==> config.mk <==
export PLATFORM = sky130hd
export DESIGN_NAME = fb_access_arbiter
export DESIGN_NICKNAME = d
export VERILOG_FILES = /design/src/rtl/fb_access_arbiter.sv
export SDC_FILE = /design/constraint.sdc
export NUM_CORES = 1
export LEC_CHECK = 0
export BUFFER_PORTS_ARGS = -buffer_cell sky130_fd_sc_hd__buf_2
export CAP_MARGIN = 20
export CORE_MARGIN = 5
export CORE_UTILIZATION = 44
export CTS_CLUSTER_SIZE = 8
export DETAILED_ROUTE_END_ITERATION = 10
export GPL_ROUTABILITY_DRIVEN = 0
export PLACE_DENSITY = 0.78
export SLEW_MARGIN = 20
export SYNTH_ARGS = -nofsm -noshare
export SYNTH_HDL_FRONTEND = slang
export SYNTH_SLANG_ARGS = --single-unit
==> constraint.sdc <==
create_clock -name clk -period 1.61 [get_ports clk]
set_clock_uncertainty 0.15 [all_clocks]
set_input_delay 0.2415 -clock clk [delete_from_list [all_inputs] [get_ports clk]]
set_output_delay 0.2415 -clock clk [all_outputs]
set_load 0.01 [all_outputs]
==> src/rtl/fb_access_arbiter.sv <==
// fb_access_arbiter: two-port round-robin arbiter for the framebuffer random-access port (optional abort via FB_ARBITER_TIMEOUT_EN)
module fb_access_arbiter #(
    parameter int ADDR_W         = 24,
    parameter int DATA_W         = 16,
    parameter int MASK_W         = 4,
    parameter int TIMEOUT_CYCLES = 1024
) (
    input  logic                   clk,
    input  logic                   reset_i,
    input  logic [1:0]             sel_i,
    input  logic [1:0]             wr_i,
    input  logic [1:0][MASK_W-1:0] mask_i,
    input  logic [1:0][ADDR_W-1:0] address_i,
    input  logic [1:0][DATA_W-1:0] data_in_i,
    output logic [1:0]             ack_o,
    output logic [1:0][DATA_W-1:0] data_out_o,
    output logic                   fb_sel_o,
    output logic                   fb_wr_o,
    output logic [MASK_W-1:0]      fb_mask_o,
    output logic [ADDR_W-1:0]      fb_address_o,
    output logic [DATA_W-1:0]      fb_data_o,
    input  logic                   fb_ack_i,
    input  logic [DATA_W-1:0]      fb_data_i,
    output logic [1:0]             grant_o,
    output logic                   timeout_o
);
    typedef enum logic [1:0] {IDLE, BUSY, DONE} state_t;
    state_t r_state, w_next;
    logic   r_gnt, r_last, w_win, w_done, w_to;
    assign w_win  = &sel_i ? ~r_last : sel_i[1];
    assign w_done = (r_state == BUSY) && (fb_ack_i || w_to);
`ifdef FB_ARBITER_TIMEOUT_EN
    localparam int CW = $clog2(TIMEOUT_CYCLES + 1);
    logic [CW-1:0] r_cnt;
    logic          r_timeout;
    assign w_to      = ~fb_ack_i && (r_cnt == CW'(TIMEOUT_CYCLES - 1));
    assign timeout_o = r_timeout;
    // count unacknowledged BUSY cycles; a real ack in the limit cycle wins over the abort
    always_ff @(posedge clk) begin
        if (reset_i) begin
            r_cnt     <= '0;
            r_timeout <= 1'b0;
        end else begin
            if (r_state == IDLE) r_cnt <= '0;
            else if (r_state == BUSY && !fb_ack_i) r_cnt <= r_cnt + 1'b1;
            if (r_state == BUSY && w_to) r_timeout <= 1'b1;
        end
    end
`else
    assign w_to      = 1'b0;
    assign timeout_o = 1'b0;
`endif
    // state register
    always_ff @(posedge clk) begin
        if (reset_i) r_state <= IDLE;
        else r_state <= w_next;
    end
    // next state: DONE is a dead cycle that ignores sel_i
    always_comb begin
        w_next = r_state;
        case (r_state)
            IDLE:    if (|sel_i) w_next = BUSY;
            BUSY:    if (w_done) w_next = DONE;
            default: w_next = IDLE;
        endcase
    end
    // latch the winner's request on issue, route completion back to the owner only
    always_ff @(posedge clk) begin
        if (reset_i) begin
            r_gnt        <= 1'b0;
            r_last       <= 1'b1;
            fb_sel_o     <= 1'b0;
            fb_wr_o      <= 1'b0;
            fb_mask_o    <= '0;
            fb_address_o <= '0;
            fb_data_o    <= '0;
            grant_o      <= '0;
            ack_o        <= '0;
            data_out_o   <= '0;
        end else begin
            ack_o <= '0;
            if (r_state == IDLE && |sel_i) begin
                r_gnt        <= w_win;
                fb_sel_o     <= 1'b1;
                grant_o      <= w_win ? 2'b10 : 2'b01;
                fb_wr_o      <= wr_i[w_win];
                fb_mask_o    <= mask_i[w_win];
                fb_address_o <= address_i[w_win];
                fb_data_o    <= data_in_i[w_win];
            end
            if (w_done) begin
                data_out_o[r_gnt] <= fb_ack_i ? fb_data_i : '0;
                ack_o[r_gnt]      <= 1'b1;
                fb_sel_o          <= 1'b0;
                grant_o           <= '0;
                r_last            <= r_gnt;
            end
        end
    end
endmodule
==> flow_summary_export.csv <==
group,metric,value,unit
sta,holdWs,0.0147,ns
floorplan,die_y,99.7,um
critical_path,r2r_setup_slack,0.17,ns
global_route,grt_pass1_wl,18800,um
placement,port_buffers,192,
clocking,htree_levels,3,
critical_path,worstRegToRegCells,4,
global_route,antenna_found_initial,0,
placement,placed_cell_area,4610,um^2
detailed_routing,dr.pass1.iters,4,
sta,finalSetupViolations,0,
global_route,overflow,0,
detailed_routing,drt_drc_violations_left,0,
layout,drive_gt1_share,33.6,%
detailed_routing,via_count,4083,
critical_path,slowest_stage,"dfxtp_1",
critical_path,path_max_fanout,25,
clocking,clk_pin_slew,0.09,ns
detailed_routing,vias_per_cell,5.29,
synthesis,syn_area_per_cell,8.19,um^2
sta,finalHoldViolations,0,
global_route,grt_pass1_vias,4032,
sta,rsz0062_at_grt,"no",
critical_path,critPathLaunch,"r_state[1]",
layout,fin_util,69.1,%
synthesis,yosys.area.top_type,"dfxtp_1",
floorplan,core_area,7770,um^2
synthesis,yosysTopAreaCellShare,48.7,%
floorplan,floorplan.initialDensity,45.5,%
synthesis,synth_area_leaders,"dfxtp_1 (49%), nand2_1 (16%), a21oi_1 (12%)",
critical_path,worstPathArrival,1.50,ns
clocking,tritoncts,"done",
detailed_routing,drtAntennaViolNets,0,
sta,fmax,0.694,GHz
sta,tns,0,ns
layout,antenna_cells,0,
clocking,clk_latency,0.33,ns
critical_path,regToRegStartpoint,"r_state[1]",
synthesis,yosysWarnings,0,
job,drv_cap,0,
hold_path,hold_class,"input pin to flop",
clocking,clk_path_buf_depth,2,
layout,finish.instance_area,5370,um^2
synthesis,ys_types,26,
global_route,grt_usage,22.7,%
layout,areaGrowthSynthToFinish,51.7,%
sta,slew_violations,0,
synthesis,syn_nets,543,
synthesis,synth_seq_area_share,48.7,%
pwr,p_leak,2.47,nW
placement,place_hpwl,7850,um
critical_path,path_delay_family,"simple AND/OR/NAND/NOR gates",
floorplan,ios,194,
critical_path,start_kind,"flop",
hold_path,hold_depth,3,
synthesis,syn_inst,432,
critical_path,crit_chain,"or2_1 > nor2_4 > buf_12 > a311oi_1",
sta,fin_crit,1.44,ns
floorplan,fp-row-count,32,
clocking,clkSinkCount,86,
global_route,grt_max_degree,57,
synthesis,synth-edff-count,0,
detailed_routing,drtIter0Drc,174,
synthesis,ys_async_sr_fraction,0,%
synthesis,synth_ff_type,"dfxtp_1",
detailed_routing,post_drt_wl_per_cell,15.1,um
critical_path,worstPathRequired,1.67,ns
pwr,vdd_ir_drop_max,0.646,mV
pwr,total_power,0.00516,W
clocking,cts_setup_buffers,0,
layout,final_nets,776,
clocking,numCtsBuffers,9,
critical_path,worst_setup_path_end_kind,"flop",
clocking,cts-root-buf,"clkbuf_8",
run_status,status,"finished, final reports clean",
hold_path,hold-path-endpoint,"fb_address_o[0]",
floorplan,dieArea,9930,um^2
floorplan,die_x,99.7,um
synthesis,syn_area,3540,um^2
critical_path,rr_endpoint,"fb_data_o[0]",
detailed_routing,drt_wl_total,11600,um
critical_path,cpPeakStageDelay,0.38,ns
pwr,powerDensity,962,nW/um^2
synthesis,synth_seq_cells,86,
hold_path,hp-start,"address_i[24]",
sta,fin_crit_sh,89.5,%
critical_path,worstSetupPathType,"flop to flop",
critical_path,crit_buf_inv,1,
-- layer usage --
layer  up-vias  share of wire [%]  wire length [um]  track usage (%)
li1       1965                  -                 -                -
met5         -                  0                 0                0
met4         0                2.7               312             8.93
met3        32                 10              1160             6.52
met2       211                 48              5570             38.5
met1      1875                 39              4600             27.0
-- worst reg2reg max path, stage by stage (launching register included) --
cell	delay, ns
dfxtp_1	0.38
or2_1	0.31
nor2_4	0.18
buf_12	0.19
a311oi_1	0.11
-- state kept, by name, summed over array words and instances (netlist names) --
| signal | count |
|---|---|
| data_out_o | 32 |
| fb_address_o | 24 |
| fb_data_o | 16 |
| fb_mask_o | 4 |
| ack_o | 2 |
| grant_o | 2 |
| r_state | 2 |
| fb_sel_o | 1 |
| fb_wr_o | 1 |
| r_gnt | 1 |
| r_last | 1 |
-- final cells by class --
class,instances,area [um^2]
clock buffer,13,149
clock inverter,3,67.6
fill,601,2400
multi-input combinational,306,1570
sequential,86,1720
tap,102,128
timing repair buffer,262,1730
-- per-stage QoR --
step / instances / setup slack (ns)
2_1_floorplan: 432 / 0.257
3_3_place_gp: 702 / 0.217
3_5_place_dp: 702 / 0.195
4_1_cts: 770 / 0.162
5_1_grt: 772 / 0.0700
6_report: 772 / 0.168
-- report_power, final --
| group | internal (W) | total [W] | switching [W] |
|---|---|---|---|
| clock network | 0.000920 | 0.00164 | 0.000718 |
| logic | 0.000544 | 0.00113 | 0.000584 |
| registers | 0.00230 | 0.00240 | 0.0000988 |
-- cell usage after synthesis, drive strengths merged, types with 2 or more instances --
library cell and count:
nor2 8, dfxtp 86, a21oi 82, nand2 155, or2 2, o21ai 2
clkbuf 12, a311oi 45, buf 28, nor3b 2
-- worst max-delay path by stage --
stage / endpoint / slack [ns] / cells past startpoint
floorplan: fb_mask_o[0] / 0.26 / 4
global placement: fb_address_o[5] / 0.22 / 4
detailed placement: fb_address_o[0] / 0.20 / 4
CTS: fb_data_o[0] / 0.16 / 4
global route: fb_address_o[18] / 0.07 / 4
finish: fb_data_o[0] / 0.17 / 4
-- logic make-up after synthesis --
family	Yosys count	share of synthesized area (%)
AO/OA/AOI/OAI	132	24.1
AND/OR/NAND/NOR	173	20.0
buffers and inverters	40	7.18
flip-flops	86	48.7
other	1	0.106
-- repair_timing --
| action | CTS | global route |
|---|---|---|
| endpoints found under the hold margin | 56 | 2 |
| setup endpoints to repair | 0 | 0 |
| hold buffers | 52 | 2 |
| gates resized for setup | 0 | 0 |
-- cells in the final DEF (no fill, tap or decap), types with 2 or more instances in the layout --
cell type	count
o21ai_0	2
a21oi_1	82
dfxtp_1	86
bufinv_16	2
nor2_4	2
buf_2	192
buf_12	9
nor3b_1	2
a311oi_1	45
clkbuf_8	10
or2_1	2
clkbuf_1	3
nand2_1	155
nor2_1	6
dlygate4sd3_1	54
buf_4	7
(Power assumes the default switching activity.)
